$ cat config.mk
export PLATFORM = sky130hd
export DESIGN_NAME = lsu_bus_master_flat
export DESIGN_NICKNAME = d
export VERILOG_FILES = /design/src/rtl/lsu_bus_master_if.sv /design/src/rtl/lsu_bus_master.sv /design/src/flat_wrapper.sv
export SDC_FILE = /design/constraint.sdc
export NUM_CORES = 1
export LEC_CHECK = 0
export ABC_AREA = 1
export CAP_MARGIN = 5
export CORE_ASPECT_RATIO = 1.4
export CORE_MARGIN = 3
export CORE_UTILIZATION = 35
export CTS_BUF_LIST = sky130_fd_sc_hd__clkbuf_4
export DETAILED_ROUTE_END_ITERATION = 16
export PLACE_DENSITY = 0.66
export SETUP_SLACK_MARGIN = 0.5
export SLEW_MARGIN = 20
export SYNTH_ARGS = -nofsm -noshare
export SYNTH_HDL_FRONTEND = slang
export SYNTH_SLANG_ARGS = --single-unit
$ cat constraint.sdc
create_clock -name clk -period 2.6 [get_ports clk]
set_clock_uncertainty 0.05 [all_clocks]
set_input_delay 0.39 -clock clk [delete_from_list [all_inputs] [get_ports clk]]
set_output_delay 0.39 -clock clk [all_outputs]
set_load 0.03 [all_outputs]
$ cat src/rtl/lsu_bus_master_if.sv
// Memory-stage request/response and system bus signals for lsu_bus_master.
// master: the LSU side (drives req_ready, resp_*, bus_* except bus_rdata).
interface lsu_bus_master_if;
  logic        req_valid;
  logic        req_we;
  logic [31:0] req_addr;
  logic [31:0] req_wdata;
  logic [1:0]  req_size;
  logic        req_unsigned;
  logic        req_ready;
  logic        resp_valid;
  logic [31:0] resp_rdata;
  logic        resp_err;
  logic [31:0] bus_addr;
  logic [31:0] bus_wdata;
  logic        bus_rd_en;
  logic        bus_wr_en;
  logic [31:0] bus_rdata;

  modport master (
    input  req_valid, req_we, req_addr, req_wdata,
    input  req_size, req_unsigned, bus_rdata,
    output req_ready, resp_valid, resp_rdata, resp_err,
    output bus_addr, bus_wdata, bus_rd_en, bus_wr_en
  );

  modport slave (
    output req_valid, req_we, req_addr, req_wdata,
    output req_size, req_unsigned, bus_rdata,
    input  req_ready, resp_valid, resp_rdata, resp_err,
    input  bus_addr, bus_wdata, bus_rd_en, bus_wr_en
  );
endinterface

$ cat src/rtl/lsu_bus_master.sv
// Load/store bus master: one request at a time, single-cycle bus strobe,
// load lane extraction/extension, and spacing of UART-window stores.
// Ports: clk, reset (async, active-low), m (lsu_bus_master_if.master).
// Option: define LSU_ALIGN_CHECK_EN to report misaligned accesses.
module lsu_bus_master #(
  parameter logic [31:0] UART_BASE  = 32'h0000_3000,
  parameter logic [31:0] UART_LIMIT = 32'h0000_4000,
  parameter int unsigned UART_GAP   = 16
) (
  input  logic             clk,
  input  logic             reset,
  lsu_bus_master_if.master m
);

  typedef enum logic [1:0] {
    IDLE, HOLD, ISSUE, RESP
  } state_t;

  state_t      state_q, state_d;
  logic        we_q, we_d;
  logic [1:0]  size_q, size_d;
  logic        uns_q, uns_d;
  logic        err_q, err_d;
  logic        uart_q, uart_d;
  logic [7:0]  gap_q, gap_d, gap_dec;
  logic [31:0] addr_q, addr_d;
  logic [31:0] wdata_q, wdata_d;
  logic [31:0] rdata_q, rdata_d;
  logic        ready_q, ready_d;
  logic        resp_q, resp_d;
  logic        rerr_q, rerr_d;
  logic        rd_q, rd_d;
  logic        wr_q, wr_d;

  logic        is_byte, is_half;
  logic        misal, in_uart;
  logic [31:0] addr_al, wdata_pl;
  logic [31:0] rd_sh, rd_ext;

  assign is_byte = m.req_size == 2'b00;
  assign is_half = m.req_size == 2'b01;
  assign in_uart = (m.req_addr >= UART_BASE)
                && (m.req_addr < UART_LIMIT);

`ifdef LSU_ALIGN_CHECK_EN
  assign misal = (is_half & m.req_addr[0])
              | (~is_byte & ~is_half
                 & (m.req_addr[1:0] != 2'b00));
  assign addr_al = m.req_addr;
`else
  assign misal = 1'b0;
  always_comb begin
    addr_al = m.req_addr;
    unique case (1'b1)
      is_byte: addr_al = m.req_addr;
      is_half: addr_al[0] = 1'b0;
      default: addr_al[1:0] = 2'b00;
    endcase
  end
`endif

  // No byte enables: replicate narrow store data across all lanes.
  always_comb begin
    unique case (1'b1)
      is_byte: wdata_pl = {4{m.req_wdata[7:0]}};
      is_half: wdata_pl = {2{m.req_wdata[15:0]}};
      default: wdata_pl = m.req_wdata;
    endcase
  end

  assign rd_sh = m.bus_rdata >> {addr_q[1:0], 3'b000};

  always_comb begin
    unique case (1'b1)
      size_q == 2'b00:
        rd_ext = {{24{~uns_q & rd_sh[7]}}, rd_sh[7:0]};
      size_q == 2'b01:
        rd_ext = {{16{~uns_q & rd_sh[15]}}, rd_sh[15:0]};
      default:
        rd_ext = m.bus_rdata;
    endcase
  end

  // gap_dec is the counter value after this edge; deciding on it
  // makes strobe-to-strobe spacing exactly UART_GAP cycles.
  assign gap_dec = gap_q - {7'd0, gap_q != 8'd0};

  always_comb begin
    state_d = state_q;
    we_d    = we_q;
    size_d  = size_q;
    uns_d   = uns_q;
    err_d   = err_q;
    uart_d  = uart_q;
    addr_d  = addr_q;
    wdata_d = wdata_q;
    rdata_d = rdata_q;
    gap_d   = gap_dec;
    unique case (state_q)
      IDLE: begin
        if (m.req_valid) begin
          we_d    = m.req_we;
          size_d  = m.req_size;
          uns_d   = m.req_unsigned;
          addr_d  = addr_al;
          wdata_d = wdata_pl;
          err_d   = misal;
          uart_d  = m.req_we & in_uart;
          if (misal) begin
            state_d = RESP;
            rdata_d = '0;
          end else if (m.req_we && in_uart
                       && gap_dec != 8'd0) begin
            state_d = HOLD;
          end else begin
            state_d = ISSUE;
          end
        end
      end
      HOLD: begin
        if (gap_dec == 8'd0) state_d = ISSUE;
      end
      ISSUE: begin
        state_d = RESP;
        rdata_d = we_d ? '0 : rd_ext;
      end
      RESP: state_d = IDLE;
      default: state_d = IDLE;
    endcase
    if (state_d == ISSUE && uart_d) gap_d = 8'(UART_GAP);
    ready_d = state_d == IDLE;
    resp_d  = state_d == RESP;
    rerr_d  = (state_d == RESP) && err_d;
    rd_d    = (state_d == ISSUE) && !we_d;
    wr_d    = (state_d == ISSUE) && we_d;
  end

  always_ff @(posedge clk or negedge reset) begin
    if (!reset) begin
      state_q <= IDLE;
      we_q    <= 1'b0;
      size_q  <= 2'b00;
      uns_q   <= 1'b0;
      err_q   <= 1'b0;
      uart_q  <= 1'b0;
      gap_q   <= 8'd0;
      addr_q  <= '0;
      wdata_q <= '0;
      rdata_q <= '0;
      ready_q <= 1'b1;
      resp_q  <= 1'b0;
      rerr_q  <= 1'b0;
      rd_q    <= 1'b0;
      wr_q    <= 1'b0;
    end else begin
      state_q <= state_d;
      we_q    <= we_d;
      size_q  <= size_d;
      uns_q   <= uns_d;
      err_q   <= err_d;
      uart_q  <= uart_d;
      gap_q   <= gap_d;
      addr_q  <= addr_d;
      wdata_q <= wdata_d;
      rdata_q <= rdata_d;
      ready_q <= ready_d;
      resp_q  <= resp_d;
      rerr_q  <= rerr_d;
      rd_q    <= rd_d;
      wr_q    <= wr_d;
    end
  end

  assign m.req_ready  = ready_q;
  assign m.resp_valid = resp_q;
  assign m.resp_rdata = rdata_q;
  assign m.resp_err   = rerr_q;
  assign m.bus_addr   = addr_q;
  assign m.bus_wdata  = wdata_q;
  assign m.bus_rd_en  = rd_q;
  assign m.bus_wr_en  = wr_q;

endmodule

$ cat src/flat_wrapper.sv
// flat-port wrapper written by rule: the top's interface ports become plain ports
module lsu_bus_master_flat 
#(
  parameter logic [31:0] UART_BASE  = 32'h0000_3000,
  parameter logic [31:0] UART_LIMIT = 32'h0000_4000,
  parameter int unsigned UART_GAP   = 16
)
  (clk, reset, m_req_valid, m_req_we, m_req_addr, m_req_wdata, m_req_size, m_req_unsigned, m_bus_rdata, m_req_ready, m_resp_valid, m_resp_rdata, m_resp_err, m_bus_addr, m_bus_wdata, m_bus_rd_en, m_bus_wr_en);
  lsu_bus_master_if m_i ();
  input  logic clk;
  input  logic reset;
  input wire logic [$bits(m_i.req_valid)-1:0] m_req_valid;
  input wire logic [$bits(m_i.req_we)-1:0] m_req_we;
  input wire logic [$bits(m_i.req_addr)-1:0] m_req_addr;
  input wire logic [$bits(m_i.req_wdata)-1:0] m_req_wdata;
  input wire logic [$bits(m_i.req_size)-1:0] m_req_size;
  input wire logic [$bits(m_i.req_unsigned)-1:0] m_req_unsigned;
  input wire logic [$bits(m_i.bus_rdata)-1:0] m_bus_rdata;
  output wire logic [$bits(m_i.req_ready)-1:0] m_req_ready;
  output wire logic [$bits(m_i.resp_valid)-1:0] m_resp_valid;
  output wire logic [$bits(m_i.resp_rdata)-1:0] m_resp_rdata;
  output wire logic [$bits(m_i.resp_err)-1:0] m_resp_err;
  output wire logic [$bits(m_i.bus_addr)-1:0] m_bus_addr;
  output wire logic [$bits(m_i.bus_wdata)-1:0] m_bus_wdata;
  output wire logic [$bits(m_i.bus_rd_en)-1:0] m_bus_rd_en;
  output wire logic [$bits(m_i.bus_wr_en)-1:0] m_bus_wr_en;
  assign m_i.req_valid = m_req_valid;
  assign m_i.req_we = m_req_we;
  assign m_i.req_addr = m_req_addr;
  assign m_i.req_wdata = m_req_wdata;
  assign m_i.req_size = m_req_size;
  assign m_i.req_unsigned = m_req_unsigned;
  assign m_i.bus_rdata = m_bus_rdata;
  assign m_req_ready = m_i.req_ready;
  assign m_resp_valid = m_i.resp_valid;
  assign m_resp_rdata = m_i.resp_rdata;
  assign m_resp_err = m_i.resp_err;
  assign m_bus_addr = m_i.bus_addr;
  assign m_bus_wdata = m_i.bus_wdata;
  assign m_bus_rd_en = m_i.bus_rd_en;
  assign m_bus_wr_en = m_i.bus_wr_en;
  lsu_bus_master #(.UART_BASE(UART_BASE), .UART_LIMIT(UART_LIMIT), .UART_GAP(UART_GAP)) u_core (.clk(clk), .reset(reset), .m(m_i));
endmodule
==> results.py, run 1 <==
metrics = {
    "status": {
        "status": "finished clean",
    },
    "logic_synthesis": {
        "yosys.area.top_type": "dfrtp_1",
        "synth_top_cell_area_share_pct": 54.65,
        "syn_area_sq_mm": 0.005311,
        "ys_async_sr_fraction_pct": 100.0,
        "yosysMostFrequentCell": "nand2_1",
        "ys_seq_area_share_pct": 55.15,
        "synth.avg_cell_area_sq_um": 8.072,
        "synth_flop_cell": "dfrtp_1",
        "synth_area_leaders": "dfrtp_1 (55%), nand2_1 (16%), o21ai_0 (5.7%)",
        "yosysUniqueCellTypes": 34,
        "synth_edf_count": 0,
        "netlist_instances": 658,
        "synthTopCellsByCount": "nand2_1 (229), dfrtp_1 (116), o21ai_0 (61), nor2_1 (54), inv_1 (51)",
        "ys.warnings.count": 0,
        "syn-num-nets": 763,
        "synth_seq_cells": 117,
    },
    "drt": {
        "via_per_inst": 4.673,
        "wirelength_um": 15860,
        "drc_errors": 0,
        "drt_first_pass_iters": 4,
        "detail-route-antenna-nets": 0,
        "num_vias": 5019,
        "wl_per_cell_um": 14.76,
        "drt_iter0_drc": 223,
    },
    "worst_setup_path": {
        "crit_top_cell": "nand2_1",
        "required_ns": 3.00,
        "path_buf_inv": 1,
        "critPathSlowestCell": "dfrtp_1",
        "rr_startpoint": "u_core.gap_q[3]",
        "rr_endpoint": "u_core.m.bus_wr_en",
        "critPathKind": "reg2reg",
        "critPathMaxStageDelay_ns": 0.41,
        "cpLargestDelayFamily": "simple AND/OR/NAND/NOR gates",
        "r2r_slack_ns": 0.28,
        "startpoint_type": "flop",
        "cp_max_fo": 4,
        "worstSetupEndpointType": "flop",
        "critPathArrivalTime_ns": 2.72,
        "reg2reg_depth": 17,
        "crit_chain": "nor2_2 -> nand2_1 -> inv_2 -> nand3_4 -> ha_4 -> ha_4 -> nand2_1 -> nand3b_1 -> nor2_1 -> nand2_1 -> nor2_2 -> nand2_2 -> nand2_1 -> nand2_1 -> nand2_2 -> nand2_2 -> nor2_2",
    },
    "timing": {
        "finalHoldWorstSlack_ns": 0.3415,
        "finalSetupTns_ns": 0,
        "max_freq_mhz": 431.9,
        "maxSlewHeadroom_pct": 55.12,
        "finalCriticalPeriod_ns": 2.315,
        "hold_viol": 0,
        "rsz0062_at_grt": "true",
        "tightest_slew_ns": 0.6707,
        "setup_slack_ns": 0.2849,
        "min_period_over_period_pct": 89.04,
        "final_max_slew_viol_count": 0,
        "setup_viol_count_final": 0,
    },
    "cells_and_area": {
        "final_area_sq_mm": 0.008019,
        "fillers": 1389,
        "fin_nets": 976,
        "fin_util_pct": 54.78,
        "drive_gt1_share_pct": 8.258,
        "syn_to_final_growth_pct": 50.98,
    },
    "clocking": {
        "htreeDepth": 4,
        "cts_tree": "done",
        "cts_buffers": 17,
        "cts.sink_count": 117,
        "clkTransAtPathRegs_ns": 0.11,
        "insertion_delay_ns": 0.51,
        "clock_path_buffers": 2,
        "cts_root_buffer": "clkbuf_4",
    },
    "placement": {
        "place.port_buffers": 203,
        "gp_congestion": 0.8554,
        "dpl_cell_area_sq_mm": 0.007609,
        "dp_hpwl_um": 11610,
        "place_ws_ns": 0.2784,
    },
    "global_route": {
        "grt_pass1_wl_um": 25120,
        "antenna_found_initial": 1,
        "grt_usage_pct": 19.45,
        "overflow": 0,
        "grt_pass1_vias": 5064,
        "grt_max_degree": 93,
    },
    "pwr": {
        "ir_worst_vdd_uv": 589.8,
        "cellLeakagePower_nw": 3.994,
        "power.density_mw_per_mm2": 1226,
    },
    "floorplanning": {
        "fp.dieW_um": 110.1,
        "die_area_sq_mm": 0.01671,
        "coreArea_sq_mm": 0.01464,
        "initial_core_util_pct": 36.28,
        "rows": 52,
        "io_pins": 204,
        "chipHeight_um": 151.8,
    },
    "flow_run": {
        "timing.max_cap.violations": 0,
    },
    "hold_path": {
        "min_to": "u_core.m.bus_addr[8]",
        "min_path_type": "in2reg",
        "min_path_cells": 3,
        "hp-start": "m_req_addr[8]",
    },
}
==> flip-flops by register name, indices dropped and copies added, names as in the netlist <==
name	cells
u_core.uns_q	1
u_core.m.bus_addr	32
u_core.state_q	2
u_core.m.bus_wdata	32
u_core.err_q	1
u_core.m.resp_err	1
u_core.m.bus_rd_en	1
u_core.uart_q	1
u_core.size_q	2
u_core.m.bus_wr_en	1
u_core.we_q	1
u_core.m.resp_valid	1
u_core.m.req_ready	1
u_core.gap_q	8
u_core.m.resp_rdata	32
==> worst max path at each step <==
stage | from | endpoint | slack, ns | cells after the start
final | u_core.gap_q[3] | u_core.m.bus_wr_en | 0.28 | 17
after global routing | u_core.gap_q[3] | u_core.m.bus_wr_en | 0.13 | 17
after CTS | u_core.gap_q[2] | u_core.m.bus_wr_en | 0.31 | 17
after detailed placement | u_core.gap_q[3] | u_core.m.bus_wr_en | 0.28 | 17
after global placement | u_core.gap_q[3] | u_core.m.bus_rd_en | 0.35 | 17
after floorplan | u_core.gap_q[3] | u_core.m.bus_wr_en | 0.48 | 17
==> timing repair <==
item / 4_1_cts / 5_1_grt
hold buffers: 1 / 0
hold endpoints to repair: 43 / 0
pin swaps: 7 / 4
resized for setup: 8 / 25
setup buffers: 4 / 2
setup endpoints to repair: 8 / 26
==> cells in the final DEF (no fill, tap or decap), types with 3 or more instances in the layout <==
master,Yosys,layout
nand2_1,229,225
clkdlybuf4s50_1,0,180
dfrtp_1,116,116
o21ai_0,61,61
nor2_1,54,51
inv_1,51,50
a21oi_1,38,37
dlymetal6s2s_1,0,20
clkbuf_4,0,19
buf_4,0,18
o21ai_1,17,17
nand3_1,15,14
o211ai_1,7,7
o21bai_1,6,6
o2111ai_1,6,6
clkinv_2,0,5
nor2_2,1,4
inv_2,3,4
nand2_2,0,4
clkinvlp_4,0,4
a31oi_1,3,3
==> per-stage QoR <==
step | power [mW] | std cells
floorplan | 6.284 | 658
global placement | 8.511 | 1034
detailed placement | 8.556 | 1034
CTS | 9.890 | 1071
global route | 10.54 | 1074
finish | 9.833 | 1074
==> worst min-delay path: stages <==
cell	delay, ns
clkdlybuf4s50_1	0.39
nand2_1	0.06
nand2_1	0.04
==> kinds of logic (layout without fill, tap and decap cells) <==
kind of cell / after synthesis / count (layout) / synth area share, %
compound gates: 144 / 144 / 15.05
xor+xnor: 1 / 1 / 0.1649
fa+ha+maj: 2 / 2 / 0.4711
buf+inv: 84 / 310 / 6.101
flops: 117 / 117 / 55.15
other cells: 0 / 1 / 0
simple gates: 310 / 310 / 23.06
==> layout make-up <==
type | count | area, sq um | area share, %
flip-flops and latches | 117 | 2929 | 36.53
repair buffers | 223 | 2255 | 28.12
multi-input cells | 457 | 2136 | 26.63
well taps | 189 | 236.5 | 2.949
inverters | 55 | 206.4 | 2.575
clock buffers | 19 | 142.6 | 1.779
clock inverters | 13 | 111.4 | 1.389
diodes | 1 | 2.502 | 0.03121
==> per-layer routing <==
metal  GRT usage [%]  part of all wire, %  routed length, um
met1           23.55                   41               6435
met3           5.638                  6.4               1015
met4           7.147                  2.1                340
met2           32.65                   51               8065
met5               0                    0                  0
==> power breakdown <==
part	leakage (nW)	switching (mW)	internal [mW]	total (mW)
combinational	2.38	3.32	2.15	5.47
sequential	1.48	0.498	2.65	3.14
clock	0.134	0.725	0.490	1.22
total	3.99	4.55	5.29	9.83
No activity file was read; power rests on OpenSTA's default activity.
==> run 2, diff against run 1 <==
--- a/config.mk
+++ b/config.mk
@@ -7,12 +7,14 @@
 export LEC_CHECK = 0
 export ABC_AREA = 1
 export CAP_MARGIN = 5
+export CELL_PAD_IN_SITES_DETAIL_PLACEMENT = 0
+export CELL_PAD_IN_SITES_GLOBAL_PLACEMENT = 2
 export CORE_ASPECT_RATIO = 1.4
 export CORE_MARGIN = 3
-export CORE_UTILIZATION = 35
+export CORE_UTILIZATION = 25
 export CTS_BUF_LIST = sky130_fd_sc_hd__clkbuf_4
 export DETAILED_ROUTE_END_ITERATION = 16
-export PLACE_DENSITY = 0.66
+export PLACE_DENSITY_LB_ADDON = 0.1
 export SETUP_SLACK_MARGIN = 0.5
 export SLEW_MARGIN = 20
 export SYNTH_ARGS = -nofsm -noshare
==> run 2 against run 1 <==
  * Critical endpoint unchanged
  * Global-route usage is 3.6 points lower
  * Worst hold slack got worse by 0.035 ns
  * Largest cell class unchanged
  * Non-clock buffer count increased by 8
  * Maximum frequency increased by 4.0%
==> results.py, run 2 (synthesized netlist as in run 1, its figures left out) <==
metrics = {
    "floorplanning": {
        "chipHeight_um": 178.5,
        "io_pins": 204,
        "rows": 62,
        "initial_core_util_pct": 25.64,
        "fp.dieW_um": 129.2,
        "die_area_sq_mm": 0.02305,
        "coreArea_sq_mm": 0.02071,
    },
    "pwr": {
        "swShare_pct": 46.20,
        "power.density_mw_per_mm2": 1209,
        "ir_worst_vdd_uv": 461.9,
        "power_switching_mw": 4.589,
        "clockPowerShare_pct": 12.7,
        "cellLeakagePower_nw": 4.432,
        "intPower_mw": 5.344,
        "seqPwrFrac_pct": 31.6,
        "combPwrFrac_pct": 55.8,
    },
    "worst_setup_path": {
        "crit_start": "u_core.gap_q[2]",
        "critPathKind": "reg2reg",
        "crit_chain": "nor2_2 -> nand2_1 -> inv_2 -> nand3_2 -> ha_4 -> ha_4 -> nand2_2 -> nand3b_1 -> nor2_1 -> nand2_1 -> nor2_2 -> nand2_1 -> a21oi_2 -> nand2_2 -> nor2_1",
        "crit_path_end": "u_core.m.bus_wr_en",
        "rr_startpoint": "u_core.gap_q[2]",
        "rr_endpoint": "u_core.m.bus_wr_en",
        "reg2reg_depth": 15,
        "path_buf_inv": 1,
        "cp.depth": 15,
        "worstSetupEndpointType": "flop",
        "cpLargestDelayFamily": "simple AND/OR/NAND/NOR gates",
        "critPathArrivalTime_ns": 2.61,
        "cp_max_fo": 3,
        "critPathSlowestCell": "dfrtp_1",
        "r2r_slack_ns": 0.37,
        "critPathMaxStageDelay_ns": 0.40,
        "crit_top_cell": "nand2_1",
        "startpoint_type": "flop",
        "required_ns": 2.98,
    },
    "clocking": {
        "insertion_delay_ns": 0.50,
        "cts_root_buffer": "clkbuf_4",
        "clkTransAtPathRegs_ns": 0.11,
        "cts.sink_count": 117,
        "htreeDepth": 4,
        "clock_path_buffers": 2,
        "cts_buffers": 17,
        "cts_tree": "done",
    },
    "drt": {
        "wirelength_um": 18180,
        "wl_per_cell_um": 15.84,
        "drt_first_pass_iters": 4,
        "drt_iter0_drc": 261,
        "detail-route-antenna-nets": 0,
        "drc_errors": 0,
        "num_vias": 5187,
        "via_per_inst": 4.518,
    },
    "cells_and_area": {
        "fin_nets": 984,
        "syn_to_final_growth_pct": 54.63,
        "drive_gt1_share_pct": 8.642,
        "fin_util_pct": 39.65,
        "layout_common_cells": "nand2_1 (225), clkdlybuf4s50_1 (142), dfrtp_1 (116), o21ai_0 (61), nor2_1 (52)",
        "final_common_cell": "nand2_1",
    },
    "global_route": {
        "overflow": 0,
        "grt_pass1_wl_um": 28600,
        "grt_usage_pct": 15.86,
        "antenna_found_initial": 3,
        "grt_pass1_vias": 5380,
        "grt_max_degree": 93,
    },
    "placement": {
        "place.port_buffers": 203,
        "dp_hpwl_um": 13410,
        "gp_congestion": 0.7824,
    },
    "timing": {
        "min_period_over_period_pct": 85.61,
        "maxSlewHeadroom_pct": 53.12,
        "final_max_slew_viol_count": 0,
        "finalSetupTns_ns": 0,
        "setup_viol_count_final": 0,
        "rsz0062_at_grt": "true",
        "hold_viol": 0,
        "max_freq_mhz": 449.3,
        "finalCriticalPeriod_ns": 2.226,
        "tightest_slew_ns": 0.7006,
    },
    "flow_run": {
        "timing.max_cap.violations": 0,
    },
    "hold_path": {
        "min_path_type": "in2async",
    },
    "status": {
        "status": "finished clean",
    },
}
run 2: changes by cell type in the layout (fill, tap and decap cells not counted), moves of 2 or more:
cell	previous run	this run
clkdlybuf4s50_1	180	142
dlymetal6s2s_1	20	48
dlygate4sd2_1	2	11
buf_4	18	26
clkinv_1	1	4
clkinv_4	2	0
nand3_2	0	2
run 2: worst min path at each step:
stage / cells after the start / endpoint / slack (ns) / start
floorplan: 0 / u_core.err_q / 0.04 / reset
global placement: 1 / u_core.gap_q[0] / 0.32 / reset
detailed placement: 1 / u_core.gap_q[0] / 0.33 / reset
CTS: 2 / u_core.m.resp_rdata[9] / 0.26 / reset
global route: 2 / u_core.m.resp_rdata[9] / 0.29 / reset
finish: 2 / u_core.gap_q[0] / 0.31 / reset
run 2: routing by layer:
layer	up-vias	track usage, %	wire length (um)
met4	4	6.173	371
met5	-	0	24
met1	2439	18.48	7304
met2	158	26.36	9111
li1	2561	-	-
met3	25	5.872	1369
run 2: power groups by stage:
stage | Combinational [mW] | Sequential (mW) | Clock (mW)
CTS | 5.63 | 3.17 | 1.34
global placement | 5.50 | 3.17 | 0
floorplan | 1.74 | 4.54 | 0
detailed placement | 5.52 | 3.19 | 0
finish | 5.54 | 3.14 | 1.26
global route | 6.04 | 3.26 | 1.41
run 2: what timing repair did:
| action | CTS | global route |
|---|---|---|
| endpoints found under the hold margin | 28 | 0 |
| setup endpoints to repair | 18 | 71 |
| pin swaps | 4 | 2 |
| setup buffers | 10 | 1 |
| hold buffers | 1 | 0 |
| resized for setup | 18 | 52 |
run 2: final cells by class:
class / count / area, sq um
antenna: 1 / 2.502
clock buffer: 19 / 142.6
clock inverter: 12 / 113.9
fill: 2139 / 12500
inverter: 55 / 206.4
multi-input combinational: 457 / 2125
sequential: 117 / 2929
tap: 256 / 320.3
timing repair buffer: 231 / 2374
run 2: metrics by stage:
stage / setup WS (ns) / total power, mW / hold WS (ns) / std cells / area (sq um)
global placement: 0.3191 / 8.674 / 0.3171 / 1104 / 7715
detailed placement: 0.2357 / 8.712 / 0.3257 / 1104 / 7715
global route: 0.1880 / 10.71 / 0.2855 / 1148 / 8213
CTS: 0.3473 / 10.14 / 0.2563 / 1146 / 8069
finish: 0.3741 / 9.933 / 0.3064 / 1148 / 8213
floorplan: 0.4828 / 6.284 / 0.04441 / 658 / 5335
